===== src/rtl/wb_ctrl_pkg.sv =====
// Shared register-file bus types and constants for the write-back controller.
package wb_ctrl_pkg;

  localparam int REG_NUM    = 32;
  localparam int ADDR_W     = 5;
  localparam int DATA_W     = 32;
  localparam int FIFO_DEPTH = 4;

  localparam int RegsNum     = REG_NUM;
  localparam int WbFifoDepth = FIFO_DEPTH;

  typedef logic [ADDR_W-1:0]  RegsAddrBus;
  typedef logic [DATA_W-1:0]  RegsDataBus;
  typedef logic [REG_NUM-1:0] ScoreboardBus;

  localparam RegsAddrBus Reg0Addr     = '0;
  localparam RegsDataBus ZeroWord     = '0;
  localparam logic       WriteEnable  = 1'b1;
  localparam logic       WriteDisable = 1'b0;
  localparam logic       ResetEnable  = 1'b1;
  localparam logic       ResetDisable = 1'b0;

endpackage


===== src/rtl/wb_fifo.sv =====
// Small synchronous FIFO buffering long-latency load results; head is readable
// combinationally so a pop can feed the write-port register in the same cycle.
module wb_fifo #(
  parameter int WIDTH = 37,
  parameter int DEPTH = 4
) (
  input  logic             clk,
  input  logic             reset,
  input  logic             push,
  input  logic             pop,
  input  logic [WIDTH-1:0] din,
  output logic [WIDTH-1:0] dout,
  output logic             full,
  output logic             empty
);
  import wb_ctrl_pkg::*;

  localparam int PW = $clog2(DEPTH);

  logic [WIDTH-1:0] mem [DEPTH];
  logic [PW-1:0]    wr_ptr_q, wr_ptr_d;
  logic [PW-1:0]    rd_ptr_q, rd_ptr_d;
  logic [PW:0]      count_q, count_d;
  logic             push_ok, pop_ok;

  assign full    = (count_q == (PW+1)'(DEPTH));
  assign empty   = (count_q == '0);
  assign push_ok = push && !full;
  assign pop_ok  = pop && !empty;
  assign dout    = mem[rd_ptr_q];

  // DEPTH is a power of two, so pointer overflow is the modulo wrap.
  always_comb begin
    wr_ptr_d = wr_ptr_q + PW'(push_ok);
    rd_ptr_d = rd_ptr_q + PW'(pop_ok);
    count_d  = count_q + (PW+1)'(push_ok) - (PW+1)'(pop_ok);
  end

  always_ff @(posedge clk) begin
    if (reset == ResetEnable) begin
      wr_ptr_q <= '0;
      rd_ptr_q <= '0;
      count_q  <= '0;
    end else begin
      wr_ptr_q <= wr_ptr_d;
      rd_ptr_q <= rd_ptr_d;
      count_q  <= count_d;
    end
  end

  always_ff @(posedge clk) begin
    if (push_ok) mem[wr_ptr_q] <= din;
  end

endmodule


===== src/rtl/wb_ctrl.sv =====
// Single writer into the integer register file: arbitrates ex results against
// buffered lsu results and tracks outstanding long-latency destinations.
module wb_ctrl
  import wb_ctrl_pkg::*;
#(
  parameter int REG_NUM    = RegsNum,
  parameter int ADDR_W     = 5,
  parameter int DATA_W     = 32,
  parameter int FIFO_DEPTH = WbFifoDepth
) (
  input  logic              i_Clk,
  input  logic              i_reset,
  input  logic              i_ex_we,
  input  logic [ADDR_W-1:0] i_ex_waddr,
  input  logic [DATA_W-1:0] i_ex_wdata,
  output logic              o_ex_stall,
  input  logic              i_lsu_valid,
  output logic              o_lsu_ready,
  input  logic [ADDR_W-1:0] i_lsu_waddr,
  input  logic [DATA_W-1:0] i_lsu_wdata,
  input  logic              i_issue_valid,
  input  logic [ADDR_W-1:0] i_issue_addr,
  input  logic [ADDR_W-1:0] i_chk_addr1,
  input  logic [ADDR_W-1:0] i_chk_addr2,
  output logic              o_busy1,
  output logic              o_busy2,
  output logic              o_we,
  output logic [ADDR_W-1:0] o_w_addr,
  output logic [DATA_W-1:0] o_w_data
);

  logic [ADDR_W+DATA_W-1:0] fifo_dout;
  logic                     fifo_full, fifo_empty, fifo_push, fifo_pop;
  logic [ADDR_W-1:0]        head_addr;
  logic [DATA_W-1:0]        head_data;

  logic [REG_NUM-1:0] busy_q, busy_d;
  logic               we_q, we_d;
  logic [ADDR_W-1:0]  w_addr_q, w_addr_d;
  logic [DATA_W-1:0]  w_data_q, w_data_d;

  wb_fifo #(
    .WIDTH(ADDR_W + DATA_W),
    .DEPTH(FIFO_DEPTH)
  ) u_fifo (
    .clk  (i_Clk),
    .reset(i_reset),
    .push (fifo_push),
    .pop  (fifo_pop),
    .din  ({i_lsu_waddr, i_lsu_wdata}),
    .dout (fifo_dout),
    .full (fifo_full),
    .empty(fifo_empty)
  );

  assign head_addr = fifo_dout[DATA_W +: ADDR_W];
  assign head_data = fifo_dout[DATA_W-1:0];

  // Loads targeting x0 are acknowledged but never enter the buffer.
  assign o_lsu_ready = !i_reset && !fifo_full;
  assign fifo_push   = i_lsu_valid && o_lsu_ready && (i_lsu_waddr != '0);

  always_comb begin
    fifo_pop   = 1'b0;
    o_ex_stall = 1'b0;
    we_d       = WriteDisable;
    w_addr_d   = w_addr_q;
    w_data_d   = w_data_q;
    if (!i_reset) begin
      // A full buffer takes priority so ex cannot starve the load path.
      if (fifo_full) begin
        fifo_pop   = 1'b1;
        o_ex_stall = i_ex_we;
        we_d       = WriteEnable;
        w_addr_d   = head_addr;
        w_data_d   = head_data;
      end else if (i_ex_we && (i_ex_waddr != '0)) begin
        we_d     = WriteEnable;
        w_addr_d = i_ex_waddr;
        w_data_d = i_ex_wdata;
      end else if (!fifo_empty) begin
        fifo_pop = 1'b1;
        we_d     = WriteEnable;
        w_addr_d = head_addr;
        w_data_d = head_data;
      end
    end
  end

  // Clear before set so a same-cycle re-issue keeps the register busy.
  always_comb begin
    busy_d = busy_q;
    if (fifo_pop) busy_d[head_addr] = 1'b0;
    if (i_issue_valid && (i_issue_addr != '0)) busy_d[i_issue_addr] = 1'b1;
  end

  always_ff @(posedge i_Clk) begin
    if (i_reset == ResetEnable) begin
      busy_q   <= '0;
      we_q     <= WriteDisable;
      w_addr_q <= '0;
      w_data_q <= '0;
    end else begin
      busy_q   <= busy_d;
      we_q     <= we_d;
      w_addr_q <= w_addr_d;
      w_data_q <= w_data_d;
    end
  end

  assign o_busy1  = busy_q[i_chk_addr1] && (i_chk_addr1 != '0);
  assign o_busy2  = busy_q[i_chk_addr2] && (i_chk_addr2 != '0);
  assign o_we     = we_q;
  assign o_w_addr = w_addr_q;
  assign o_w_data = w_data_q;

endmodule


===== config.mk =====
export PLATFORM = sky130hd
export DESIGN_NAME = wb_ctrl
export DESIGN_NICKNAME = d
export VERILOG_FILES = /design/src/rtl/wb_ctrl_pkg.sv /design/src/rtl/wb_fifo.sv /design/src/rtl/wb_ctrl.sv
export SDC_FILE = /design/constraint.sdc
export NUM_CORES = 1
export LEC_CHECK = 0
export BUFFER_PORTS_ARGS = -buffer_cell sky130_fd_sc_hd__clkbuf_2
export CAP_MARGIN = 20
export CORE_MARGIN = 2
export CORE_UTILIZATION = 25
export DETAILED_ROUTE_END_ITERATION = 6
export GPL_TIMING_DRIVEN = 0
export SYNTH_ARGS = -nofsm -noshare
export SYNTH_HDL_FRONTEND = slang
export SYNTH_HIERARCHICAL = 1
export SYNTH_SLANG_ARGS = --single-unit
export TNS_END_PERCENT = 20

===== constraint.sdc =====
create_clock -name i_Clk -period 5.3 [get_ports i_Clk]
set_input_delay 0.53 -clock i_Clk [delete_from_list [all_inputs] [get_ports i_Clk]]
set_output_delay 0.53 -clock i_Clk [all_outputs]
set_load 0.02 [all_outputs]

# [Word-level counts from Yosys, hierarchy flattened]
# Memories as Yosys holds them, arrays and structs flattened. A register that Yosys moved wholly into a read port is not among the register bits.
# Cells that the tools add are included.
[classes] n_mul=0 addsub=4 bitwise=3 n_shift=0 n_lt_le_gt_ge=6 n_div=0 n_mux=27 n_eq_ne=2 reduce_logical=20
[ops] operator="$mux W32" count=5
[ops] operator="$and A32 B32 Y32" count=1
[ops] operator="$not A32 Y32" count=1
[ops] operator="$or A32 B32 Y32" count=1
[ops] operator="$reduce_bool A5 Y1" count=5
[ops] operator="$lt A5 B6 Y1 const B" count=4
[ops] operator="$mux W5" count=3
[ops] operator="$mux W1" count=14
[ops] operator="$logic_and A1 B1 Y1" count=11
[ops] operator="$bmux W1 S5" count=2
[ops] operator="$demux W1 S5" count=2
[ops] operator="$ge A5 B1 Y1 const B" count=2
[ops] operator="$add A2 B1 Y2" count=2
[ops] operator="$add A3 B1 Y3" count=1
[ops] operator="$eq A3 B3 Y1 const B" count=1
[ops] operator="$logic_not A1 Y1" count=3
[ops] operator="$logic_not A3 Y1" count=1
[ops] operator="$ne A3 B1 Y1 const B" count=1
[ops] operator="$sub A3 B1 Y3" count=1
[ops] operator="$mux W2" count=1
[word_totals] in_bits=94 wordCells=70 register_bits=77 output_inout_bits=42 ram_bits=148 n_memories=1 romBits=0 latch_bits=0
[mem_list] name="u_fifo.mem" words=4 width=37 rd=1 rd_clocked_by_memory_dff=1 wr=1 line="wb_fifo.sv:20" text="logic [WIDTH-1:0] mem [DEPTH];"

# [Logic depth before layout (Yosys ltp)]
# Gate-level depths: netlist (run 1).
[logic_depth] ltp_word=9 depth_mapped=12 depth_no_buf=11

# [Modules after synthesis]
# The synthesis (run 1) kept the hierarchy.
[by_module_without_submodules] mod="wb_fifo" n_inst=1 area_each_um2=5693.0 cells_each=228
[by_module_without_submodules] mod="wb_ctrl" n_inst=1 area_each_um2=3726.1 cells_each=405

# [Worst setup path before layout (run 1)]
# OpenSTA, ideal clock, no wires.
[synth_path] path_kind="input-to-reg" start="input port i_reset" end="memory u_fifo.mem[1][0], enable pin" n_path_buf=1 required_ns=4.815 stages=5 path_slack_ns=0.678 t_arrival_ns=4.137 path_cell_list="buf_2 -> nor2_1 -> o311a_1 -> nand2b_2 -> nor3b_1"
[synth_via] elab_chain_len=7
[synth_rtl] element="start: declaration" line="wb_ctrl.sv:12" text="input logic i_reset,"
[synth_rtl] element="$logic_not A1 Y1"
[synth_rtl] element="$logic_and A1 B1 Y1" line="wb_ctrl.sv:60" text="assign o_lsu_ready = !i_reset && !fifo_full;"
[synth_rtl] element="net o_lsu_ready" line="wb_ctrl.sv:18" text="output logic o_lsu_ready,"
[synth_rtl] element="$logic_and A1 B1 Y1 (2 in series)" line="wb_ctrl.sv:61" text="assign fifo_push = i_lsu_valid && o_lsu_ready && (i_lsu_waddr != '0);"
[synth_rtl] element="net fifo_push" line="wb_ctrl.sv:33" text="logic fifo_full, fifo_empty, fifo_push, fifo_pop;"
[synth_rtl] element="$logic_and A1 B1 Y1" line="wb_fifo.sv:28" text="assign push_ok = push && !full;"
[synth_rtl] element="$mux W1" line="wb_fifo.sv:52" text="if (push_ok) mem[wr_ptr_q] <= din;"
[synth_rtl] element="$mux W1 (not written as such)" line="wb_fifo.sv:52"
[synth_rtl] element="end: declaration" line="wb_fifo.sv:20"
# The timed path passes the listed nets, and every way through them passes these cells.

# [Final worst setup path (run 1)]
[layout_path] start="input port i_ex_waddr[1]" end="register u_fifo.count_q[2]"
[layout_via] elab_chain_len=7
[layout_rtl] element="start: declaration" line="wb_ctrl.sv:14" text="input logic [ADDR_W-1:0] i_ex_waddr,"
[layout_rtl] element="$reduce_bool A5 Y1" line="wb_ctrl.sv:77" text="end else if (i_ex_we && (i_ex_waddr != '0)) begin"
[layout_rtl] element="$logic_and A1 B1 Y1" line="wb_ctrl.sv:77"
[layout_rtl] element="$mux W1" line="wb_ctrl.sv:77"
[layout_rtl] element="$mux W1" line="wb_ctrl.sv:71" text="if (fifo_full) begin"
[layout_rtl] element="$mux W1" line="wb_ctrl.sv:69" text="if (!i_reset) begin"
[layout_rtl] element="net fifo_pop" line="wb_ctrl.sv:33"
[layout_rtl] element="$logic_and A1 B1 Y1" line="wb_fifo.sv:29" text="assign pop_ok = pop && !empty;"
[layout_rtl] element="$sub A3 B1 Y3" line="wb_fifo.sv:36" text="count_d = count_q + (PW+1)'(push_ok) - (PW+1)'(pop_ok);"
[layout_rtl] element="end signal: assignment" line="wb_fifo.sv:47" text="count_q <= count_d;"
[layout_rtl] element="end: declaration" line="wb_fifo.sv:23" text="logic [PW:0] count_q, count_d;"
# The timed path passes the listed nets, and every way through them passes these cells.
# A chain may end at the register's enable or synchronous reset.

==> results of run 1 <==
worst max path at each step:
stage,from,end,slack [ns],cells past startpoint
floorplan,i_reset,u_fifo/mem[1][0],0.68,5
global placement,i_reset,u_fifo/mem[2][19],-2.25,6
detailed placement,i_ex_waddr[1],u_fifo/count_q[2],1.81,12
CTS,i_ex_waddr[1],u_fifo/count_q[2],2.35,12
global route,i_ex_waddr[1],u_fifo/count_q[2],2.26,12
finish,i_ex_waddr[1],u_fifo/count_q[2],2.41,12
layout make-up:
class	count	area, µm²	share of cell area
repair buffers	142	808	0.0692
clock buffers	39	718	0.0615
flip-flops and latches	225	5990	0.512
well taps	511	639	0.0547
inverters	7	26.3	0.00225
diodes	1	2.50	0.000214
clock inverters	6	76.3	0.00653
plain buffers	42	250	0.0214
multi-input cells	359	3170	0.272
through the flow:
stage | instance area [µm²] | total power (W) | utilization | hold WS (ns) | instances
final | 11700 | 0.00496 | 0.312 | 0.209 | 1332
after global routing | 11700 | 0.00518 | 0.312 | 0.197 | 1331
after CTS | 11700 | 0.00503 | 0.312 | 0.185 | 1331
after detailed placement | 10900 | 0.00333 | 0.291 | 0.423 | 1286
after global placement | 10700 | 0.00331 | 0.286 | 0.423 | 1273
after floorplan | 9420 | 0.00290 | - | 0.405 | 633
sequential cells by signal, indices dropped and copies added (netlist names):
| signal | cells |
|---|---|
| busy_q | 32 |
| o_w_addr | 5 |
| o_w_data | 32 |
| o_we | 1 |
| u_fifo/count_q | 3 |
| u_fifo/mem | 148 |
| u_fifo/rd_ptr_q | 2 |
| u_fifo/wr_ptr_q | 2 |
Yosys cell counts, types with 5 or more instances:
cell,instances
nor3b_1,16
a221o_1,30
nor2_1,59
mux4_2,52
mux2i_1,7
inv_1,6
nor3_1,6
a22oi_1,5
buf_2,10
clkbuf_1,17
dfxtp_1,77
a21oi_1,62
buf_6,9
nand2_1,23
nor2b_1,7
edfxtp_1,148
and3_1,30
o2bb2ai_1,5
worst reg2reg max path, stage by stage (launching register included):
cell	delay, ns
dfxtp_1	0.47
nor3b_2	0.09
clkbuf_2	0.23
nor2_1	0.30
o311a_1	0.27
nand2b_2	0.13
nor3b_2	0.66
buf_6	0.24
buf_6	0.17
cell families after synthesis:
kind of cell	count (synthesis)
compound gates	116
xor+xnor	6
fa+ha+maj	3
buf+inv	49
flops	225
mux	61
simple gates	173
routing by layer:
metal | wire, µm | up-vias
met3 | 1860 | 33
li1 | - | 2850
met4 | 452 | 2
met2 | 11800 | 209
met5 | 13 | -
met1 | 10700 | 3031
where the power goes:
group / total [W] / internal [W] / switching [W]
registers: 0.00217 / 0.00208 / 0.0000941
clock network: 0.00168 / 0.000984 / 0.000694
logic: 0.00111 / 0.000438 / 0.000676
==> out/results.txt, run 1 <==
clock tree root buffer cell -> clkbuf_16
count of vias placed by the detailed router -> 6,125
IO buf count -> 129
fill cell total of the finished layout -> 3,736
total length of routed wires -> 24.8 mm
hold path startpoint -> i_lsu_wdata[22]
Synth area leader -> edfxtp_1
element type at the critical path start -> input port
share of the synthesized area in the top cell type -> 0.472
CTS tree -> built
Unique masters post-synth -> 57
leading post-synthesis cells by cell area -> edfxtp_1, dfxtp_1, mux4_2, a21oi_1, a221o_1
fin. max-slew vios -> 0
worst reg2reg setup slack -> 2.46 ns
FMAX -> 346 MHz
Yosys Warn Count -> 6
Area Overhead vs Synth -> 24.0%
CP Max Fanout -> 11
reg-to-reg critical path endpoint -> u_fifo/mem[1][18]
vias per inst -> 4.60
synthesized instance count -> 633
count of buffering cells on the critical path with inverters included -> 2
met3 routing resource usage after global routing -> 0.0315
largest incremental delay on the critical path -> 0.55 ns
fraction of the mapped netlist area in compound gates -> 0.0886
count of state elements after synthesis -> 225
clock transition at the registers of the reported paths -> 0.06 ns
endpoint class of the critical path -> register
post-synthesis async set-or-reset flop share -> 0
number of nets in the layout -> 899
accumulated negative setup slack -> 0 ns
maximum number of pins on one net before global-route repair -> 23
relative slew slack -> 0.434
Final Worst Setup Slack -> 2.41 ns
number of resized instances in the post-cts repair step -> 0
count of final hold-check violations -> 0
total track usage -> 0.126
clock buffer depth -> 3
HPWL Detailed -> 17.2 mm
number of antenna violations at the first check in global routing -> 2
Top Family by Delay on Critical Path -> compound AO/OA/AOI/OAI gates
most common cell after layout, fill and taps aside -> edfxtp_1
fraction of final layout cells with drive strength greater than 1 -> 0.341
mux cell area share after synthesis -> 0.134
clock net sink count -> 225
standard cell core area -> 37,400 µm²
CTS Hold Bufs -> 0
initial standard-cell utilization of the core -> 0.252
count of endpoints failing setup in the final report -> 0
fraction of met1 tracks used by global routing -> 0.166
vias in the first global route -> 5,948
combinational family with the most area after synthesis -> multiplexers
ys flop type -> edfxtp_1
Core Rows -> 71
CP required -> 5.70 ns
fraction of the mapped netlist area in simple logic gates -> 0.102
number of cells on the worst reg-to-reg path -> 8
power per cell area -> 425 nW/µm²
first-pass detailed-route iteration total -> 5
max capacitance violation total -> 0
worst path cell trace -> clkbuf_2 > or4_4 > o21ai_4 > a22o_4 > buf_6 > o31ai_2 > xnor2_1 > ha_1 > fa_1 > xnor2_1 > xnor2_1 > nor2_1
GR peak layer -> met2
clock latency on the worst-skew pair -> 0.54 ns
area share of xor/xnor cells in the synthesized design -> 0.00558
final RePlAce weighted congestion -> 0.821
global route overflow -> 0
Leak -> 4.26 nW
number of nets still failing antenna checks after routing -> 0
startpoint of the worst-slack reg-to-reg timing path -> u_fifo/count_q[1]
syn avg cell area -> 14.9 µm²
top library cells by usage in the layout, fill and taps aside -> edfxtp_1, clkbuf_2, dfxtp_1, a21oi_1, nor2_1
share of the clock period used by the worst path -> 0.545
summed instance area of the synthesized netlist -> 9420 µm²
H-Tree Depth -> 1
number of enable-type register cells in the synthesized netlist -> 148
worst setup timing slack at the placement stage -> 1.81 ns
category of the critical setup timing path -> input port to register
endpoint of the worst hold path -> u_fifo/mem[2][22]
cell type with the highest occurrence count on the critical path -> xnor2_1
Worst Clk Skew -> 0.0226 ns
kind of path behind the tightest hold check -> input port to register
run status -> finished clean
mean routed wirelength per cell -> 18.6 µm
number of placed I/O pins -> 136
fraction of the mapped netlist area in adder cells -> 0.00478
die footprint -> 39,200 µm²
x dimension of the die -> 198 µm
syn nets -> 730
setup repair after global routing missed its margin -> false
transition at the pin with the smallest max-transition slack -> 0.849 ns
Slowest-stage cell, CP -> or4_4
data arrival time of the worst path -> 3.29 ns
global-route wire length before repair -> 37.0 mm
Setup Buffers After CTS -> 0
fin crit period -> 2.89 ns
TritonCTS Buffers -> 25
VDD IR-drop max -> 0.267 mV
vertical extent of the die -> 198 µm
met2 track demand over resource -> 0.208
share of the yosys chip area belonging to registers -> 0.635
violation count after the first detailed-route iteration -> 457
DRC violations left -> 0
number of cells on the worst hold path -> 1
No activity file was read; power rests on OpenSTA's default activity.
==> run 2: changes to the inputs <==
ABC_AREA = 1   (was unset)
clock period = 2.75 ns   (was 5.3 ns; I/O delays follow)
==> run 2 against run 1 <==
Net effect:
- hold slack lost 0.19 ns
- combinational power is 130% higher
- synthesized cell count is 74% higher
- critical path type is now register to register
- sequential power is 90% higher
- critical endpoint unchanged
- clock skew is 0.0064 ns lower
- sequential cell count did not move
- highest routed layer is now met4
==> out/results.txt, run 2 <==
register bank with the most flops -> u_fifo/mem (unchanged)
count of final hold-check violations -> 0 (unchanged)
Core Rows -> 73 (was 71)
number of placed I/O pins -> 136 (unchanged)
ANT cells -> 0 (was 1)
category of the critical setup timing path -> register to register (was input port to register)
Unique masters post-synth -> 37 (was 57)
most instantiated library cell after synthesis -> nand2_1 (was edfxtp_1)
number of nets still failing antenna checks after routing -> 0 (unchanged)
DRC violations left -> 0 (unchanged)
mean routed wirelength per cell -> 15.7 µm (was 18.6 µm)
share of the clock period used by the worst path -> 0.904
accumulated negative setup slack -> 0 ns (unchanged)
relative slew slack -> 0.482 (was 0.434)
HPWL Detailed -> 20.9 mm (was 17.2 mm)
total length of routed wires -> 29.1 mm (was 24.8 mm)
violation count after the first detailed-route iteration -> 613 (was 457)
max capacitance violation total -> 0 (unchanged)
clock transition at the registers of the reported paths -> 0.06 ns (about the same)
Leak -> 5.11 nW (was 4.26 nW)
ys flop type -> edfxtp_1 (unchanged)
fraction of final layout cells with drive strength greater than 1 -> 0.194 (was 0.341)
clock buffer depth -> 3 (unchanged)
total track usage -> 0.136 (was 0.126)
standard cell core area -> 39,900 µm² (was 37,400 µm²)
vias in the first global route -> 8,029 (was 5,948)
synthesized instance count -> 1,103 (was 633)
Yosys Warn Count -> 6 (unchanged)
cell area after placement -> 11,700 µm² (was 10,900 µm²)
transition at the pin with the smallest max-transition slack -> 0.775 ns (was 0.849 ns)
initial standard-cell utilization of the core -> 0.255 (was 0.252)
fin. max-slew vios -> 0 (unchanged)
Met1 Wirelength -> 13.2 mm (was 10.7 mm)
H-Tree Depth -> 1 (unchanged)
FMAX -> 402 MHz
worst setup path start -> u_fifo/count_q[0] (was i_ex_waddr[1])
syn nets -> 1,200 (was 730)
clock latency on the worst-skew pair -> 0.54 ns (about the same)
leading post-synthesis cells by cell area -> edfxtp_1, dfxtp_1, nand2_1, o21ai_0, nor2_1 (was edfxtp_1, dfxtp_1, mux4_2, a21oi_1, a221o_1)
highest routing layer actually used -> met4 (was met5)
vias per inst -> 4.52 (was 4.60)
clock net sink count -> 225 (unchanged)
Synth area leader -> edfxtp_1 (unchanged)
data arrival time of the worst path -> 2.92 ns (was 3.29 ns)
global route overflow -> 0 (unchanged)
global-route wire length before repair -> 44.4 mm (was 37.0 mm)
VDD IR-drop max -> 0.454 mV (was 0.267 mV)
share of the yosys chip area belonging to registers -> 0.589 (was 0.635)
clock tree root buffer cell -> clkbuf_16 (unchanged)
final RePlAce weighted congestion -> 0.872 (was 0.821)
kind of path behind the tightest hold check -> input port to register (unchanged)
setup repair after global routing missed its margin -> false (unchanged)
Met3 Wirelength -> 1.84 mm (was 1.86 mm)
TritonCTS Buffers -> 25 (unchanged)
startpoint of the worst-slack reg-to-reg timing path -> u_fifo/count_q[0] (was u_fifo/count_q[1])
power per cell area -> 760 nW/µm² (was 425 nW/µm²)
number of nets in the layout -> 1,403 (was 899)
Worst Clk Skew -> 0.0162 ns (was 0.0226 ns)
count of endpoints failing setup in the final report -> 0 (unchanged)
number of antenna violations at the first check in global routing -> 0 (was 2)
first-pass detailed-route iteration total -> 5 (unchanged)
count of vias placed by the detailed router -> 8,354 (was 6,125)
post-route standard cell area excluding fillers -> 12,900 µm² (was 11,700 µm²)
maximum number of pins on one net before global-route repair -> 18 (was 23)
vertical extent of the die -> 206 µm (was 198 µm)
Area Overhead vs Synth -> 26.5% (was 24.0%)
max FFs per register -> 148 (unchanged)
WHS -> 0.0155 ns (was 0.209 ns)
most common cell after layout, fill and taps aside -> nand2_1 (was edfxtp_1)
run status -> finished clean (unchanged)
x dimension of the die -> 206 µm (was 198 µm)
summed instance area of the synthesized netlist -> 10,200 µm² (was 9420 µm²)
CTS tree -> built (unchanged)
fin crit period -> 2.49 ns
number of enable-type register cells in the synthesized netlist -> 148 (unchanged)
hold path startpoint -> i_ex_wdata[20] (was i_lsu_wdata[22])
top library cells by usage in the layout, fill and taps aside -> nand2_1, edfxtp_1, clkbuf_2, nor2_1, inv_1 (was edfxtp_1, clkbuf_2, dfxtp_1, a21oi_1, nor2_1)
CP Max Fanout -> 5 (was 11)
met2 routed wirelength -> 13.4 mm (was 11.8 mm)
Post-synth top cells -> nand2_1, edfxtp_1, nor2_1 (was edfxtp_1, dfxtp_1, a21oi_1)
post-synthesis async set-or-reset flop share -> 0 (unchanged)
count of state elements after synthesis -> 225 (unchanged)
endpoint class of the critical path -> register (unchanged)
CP required -> 3.18 ns (was 5.70 ns)
element type at the critical path start -> register (was input port)
syn avg cell area -> 9.21 µm² (was 14.9 µm²)
IO buf count -> 131 (was 129)
cell count after placement -> 1,769 (was 1,286)
share of the synthesized area in the top cell type -> 0.437 (was 0.472)
die footprint -> 42,300 µm² (was 39,200 µm²)
post-layout instance count excluding filler cells -> 1,850 (was 1,332)
-- run 2: cell count changes in the layout (fill, tap and decap cells not counted), moves of 31 or more --
cell / previous run / this run
o21ai_1: 0 / 31
inv_1: 6 / 104
nor2_1: 59 / 125
nand3_1: 2 / 86
dlygate4sd3_1: 0 / 36
o22ai_1: 0 / 37
nand2_1: 23 / 246
o21ai_0: 1 / 103
mux4_2: 52 / 0
-- run 2: what timing repair did --
action	4_1_cts	5_1_grt
endpoints found under the hold margin	142	0
endpoints found under the setup margin	2	1
hold buffers	36	0
pin swaps	0	0
buffers inserted	0	0
resized for setup	1	1
-- run 2: path summary, 6_finish.rpt --
path | slack, ns | endpoint | depth (start not counted)
worst max-delay path | 0.26 | u_fifo/count_q[2] | 15
worst min-delay path | 0.02 | o_w_data[20] | 3
worst max register to register | 0.26 | u_fifo/count_q[2] | 15
worst min register to register | 0.45 | o_w_data[18] | 2
-- run 2: critical path, stage by stage, from the launching register on --
cell     delay [ns]
dfxtp_1        0.43
nor2_1         0.06
nand2_1        0.14
inv_1          0.06
inv_1          0.09
nor2_4         0.05
nor2_2         0.20
nand2_1        0.11
inv_1          0.14
nand2_1        0.09
nand2_1        0.09
nand2_1        0.06
ha_1           0.22
fa_1           0.41
xor2_1         0.17
nor2_1         0.05
-- run 2: kinds of logic after synthesis --
family | Yosys count | share of synthesized area
xor+xnor | 2 | 0.00172
simple gates | 485 | 0.201
fa+ha+maj | 3 | 0.00443
buf+inv | 167 | 0.0847
compound gates | 221 | 0.119
flops | 225 | 0.589
-- run 2: through the flow --
| step | utilization | worst slack, ns | total power, W |
|---|---|---|---|
| global placement | 0.288 | -1.50 | 0.00660 |
| finish | 0.322 | 0.265 | 0.00978 |
| detailed placement | 0.294 | -0.187 | 0.00670 |
| global route | 0.322 | 0.0418 | 0.0102 |
| CTS | 0.322 | 0.193 | 0.00987 |
| floorplan | - | -0.359 | 0.00577 |
-- run 2: routing by layer --
metal,up-vias,track usage
met5,-,0
met3,40,0.0242
met4,0,0.0375
met1,3904,0.185
li1,4113,-
met2,297,0.222
-- run 2: report_power, final --
group          internal [W]  switching (W)  leakage [nW]
combinational      0.000839        0.00171          2.78
sequential          0.00397       0.000151          1.97
clock               0.00179        0.00133         0.361
total               0.00659        0.00319          5.11
-- run 2: final cells by class --
cell class              instances  area (µm²)
plain buffers                  56         438
clock buffers                  41         716
clock inverters                 5        47.5
fillers                      4088       27100
inverters                     110         418
multi-input cells             711        3370
flip-flops and latches        225        5990
well taps                     525         657
repair buffers                177        1230
==> run 3: changes to the inputs <==
clock period = 3.02 ns   (was 2.75 ns; I/O delays follow)
==> run 3 against run 2 <==
Net effect:
- clock skew shrank 0.0013 ns
- die area is the same
- hold slack gained 0.0065 ns
- largest cell class unchanged
- utilization shrank 0.11 points
- via count shrank 0.40%
- global-route usage grew 0.071 points
- wire length grew 0.26%
- worst setup slack gained 0.18 ns
- critical endpoint unchanged
==> out/results.txt, run 3 (synthesis gave the netlist of run 2 again) <==
first-pass detailed-route iteration total -> 6 (was 5)
vias in the first global route -> 8,022 (was 8,029)
clock buffer depth -> 3 (unchanged)
Area Overhead vs Synth -> 26.1% (was 26.5%)
count of endpoints failing setup in the final report -> 0 (unchanged)
worst reg2reg setup slack -> 0.45 ns (was 0.26 ns)
clock transition at the registers of the reported paths -> 0.06 ns (about the same)
post-route standard cell area excluding fillers -> 12,800 µm² (was 12,900 µm²)
fraction of final layout cells with drive strength greater than 1 -> 0.195 (was 0.194)
clock latency on the worst-skew pair -> 0.54 ns (about the same)
global route overflow -> 0 (unchanged)
standard cell core area -> 39,900 µm² (unchanged)
number of antenna violations at the first check in global routing -> 1 (was 0)
element type at the critical path start -> register (unchanged)
total track usage -> 0.137 (was 0.136)
power per cell area -> 694 nW/µm² (was 760 nW/µm²)
mean routed wirelength per cell -> 15.8 µm (was 15.7 µm)
global-route wire length before repair -> 44.5 mm (was 44.4 mm)
register bank with the most flops -> u_fifo/mem (unchanged)
HPWL Detailed -> 20.9 mm (unchanged)
CP required -> 3.45 ns (was 3.18 ns)
die footprint -> 42,300 µm² (unchanged)
total length of routed wires -> 29.1 mm (about the same)
final RePlAce weighted congestion -> 0.872 (unchanged)
category of the critical setup timing path -> register to register (unchanged)
CTS tree -> built (unchanged)
worst setup path start -> u_fifo/count_q[1] (was u_fifo/count_q[0])
vertical extent of the die -> 206 µm (unchanged)
max FFs per register -> 148 (unchanged)
accumulated negative setup slack -> 0 ns (unchanged)
H-Tree Depth -> 1 (unchanged)
Comb pwr share -> 0.260 (about the same)
cell area after placement -> 11,700 µm² (unchanged)
TritonCTS Buffers -> 25 (unchanged)
kind of path behind the tightest hold check -> input port to register (unchanged)
final core utilization -> 0.321 (was 0.322)
number of nets still failing antenna checks after routing -> 0 (unchanged)
top library cells by usage in the layout, fill and taps aside -> nand2_1, edfxtp_1, clkbuf_2, nor2_1, inv_1 (unchanged)
internal power -> 0.00600 W (was 0.00659 W)
startpoint of the worst-slack reg-to-reg timing path -> u_fifo/count_q[1] (was u_fifo/count_q[0])
most common cell after layout, fill and taps aside -> nand2_1 (unchanged)
count of final hold-check violations -> 0 (unchanged)
VDD IR-drop max -> 0.412 mV (was 0.454 mV)
fin. max-slew vios -> 0 (unchanged)
run status -> finished clean (unchanged)
transition at the pin with the smallest max-transition slack -> 0.772 ns (was 0.775 ns)
Leak -> 5.09 nW (was 5.11 nW)
reg-to-reg critical path endpoint -> u_fifo/count_q[2] (unchanged)
CP Max Fanout -> 16 (was 5)
x dimension of the die -> 206 µm (unchanged)
Worst Clk Skew -> 0.0148 ns (was 0.0162 ns)
initial standard-cell utilization of the core -> 0.255 (unchanged)
Clk pwr share -> 0.318 (was 0.319)
violation count after the first detailed-route iteration -> 646 (was 613)
Core Rows -> 73 (unchanged)
IO buf count -> 131 (unchanged)
clock net sink count -> 225 (unchanged)
vias per inst -> 4.51 (was 4.52)
count of vias placed by the detailed router -> 8,321 (was 8,354)
data arrival time of the worst path -> 3.00 ns (was 2.92 ns)
FMAX -> 389 MHz (was 402 MHz)
number of nets in the layout -> 1,399 (was 1,403)
fin crit period -> 2.57 ns (was 2.49 ns)
max capacitance violation total -> 0 (unchanged)
Sw Share -> 0.326 (about the same)
number of placed I/O pins -> 136 (unchanged)
ANT cells -> 0 (unchanged)
relative contribution of sequential cells to total power -> 0.421 (about the same)
clock tree root buffer cell -> clkbuf_16 (unchanged)
DRC violations left -> 0 (unchanged)
maximum number of pins on one net before global-route repair -> 18 (unchanged)
setup repair after global routing missed its margin -> false (unchanged)
share of the clock period used by the worst path -> 0.852 (was 0.904)
relative slew slack -> 0.484 (was 0.482)
Critical Path Sink -> u_fifo/count_q[2] (unchanged)
endpoint class of the critical path -> register (unchanged)
reported net switching power -> 0.00290 W (was 0.00319 W)
number of cells on the worst reg-to-reg path -> 14 (was 15)
## run 3: changes by cell type in the layout (fill, tap and decap cells not counted), sizes merged
cell / delta
dlygate4sd3: -4
## run 3: how the worst min path moves through the flow
stage / cells after the start / endpoint / slack [ns] / from
2_1_floorplan: 1 / u_fifo/count_q[0] / 0.37 / i_reset
3_3_place_gp: 2 / o_w_data[31] / 0.44 / o_w_data[31]
3_5_place_dp: 2 / o_w_data[19] / 0.45 / o_w_data[19]
4_1_cts: 1 / u_fifo/mem[0][5] / 0.0001 / i_lsu_wdata[5]
5_1_grt: 1 / u_fifo/mem[0][5] / 0.002 / i_lsu_wdata[5]
6_report: 1 / u_fifo/mem[0][5] / 0.02 / i_lsu_wdata[5]
## run 3: repair_timing
item	4_1_cts	5_1_grt
endpoints found under the hold margin	126	0
gates resized for setup	0	1
setup buffers	0	0
endpoints found under the setup margin	0	2
hold buffers	32	0
## run 3: per-stage QoR
step	hold WS (ns)	total power, W	instances	worst slack, ns
after floorplan	0.373	0.00526	1103	-0.0888
after global placement	0.441	0.00601	1759	-1.26
after detailed placement	0.446	0.00611	1769	0.0826
after CTS	0.0000975	0.00899	1847	0.0637
after global routing	0.00197	0.00933	1846	0.190
final	0.0220	0.00889	1846	0.448
## run 3: cell type report
| cell class | count | area, µm² |
|---|---|---|
| flip-flops and latches | 225 | 5990 |
| clock inverters | 5 | 47.5 |
| inverters | 110 | 418 |
| repair buffers | 173 | 1190 |
| clock buffers | 41 | 716 |
| well taps | 525 | 657 |
| fillers | 4093 | 27100 |
| multi-input cells | 711 | 3360 |
| plain buffers | 56 | 438 |
## run 3: metal layers
metal | vias to the layer above | GRT usage | share of wire
li1 | 4105 | - | -
met1 | 3898 | 0.185 | 0.45
met2 | 274 | 0.223 | 0.46
met3 | 42 | 0.0253 | 0.063
met4 | 2 | 0.0393 | 0.024
met5 | - | 0 | 0.00055
## run 3: power groups by stage
stage / Clock [W] / Combinational (W) / Sequential [W]
after detailed placement: 0 / 0.00229 / 0.00381
after global placement: 0 / 0.00220 / 0.00381
after CTS: 0.00290 / 0.00234 / 0.00375
after floorplan: 0 / 0.00124 / 0.00402
final: 0.00283 / 0.00231 / 0.00375
after global routing: 0.00301 / 0.00254 / 0.00378
## run 3: worst max-delay path: stages (launching register included)
cell and delay, ns:
dfxtp_1 0.32, inv_1 0.08, nand2_1 0.10, nor2_2 0.23
inv_1 0.11, nand3_4 0.27, nand2_1 0.13, inv_1 0.14
nand2_1 0.09, nand2_1 0.09, nand2_1 0.06, ha_1 0.22
fa_1 0.41, xor2_1 0.17, nor2_1 0.05
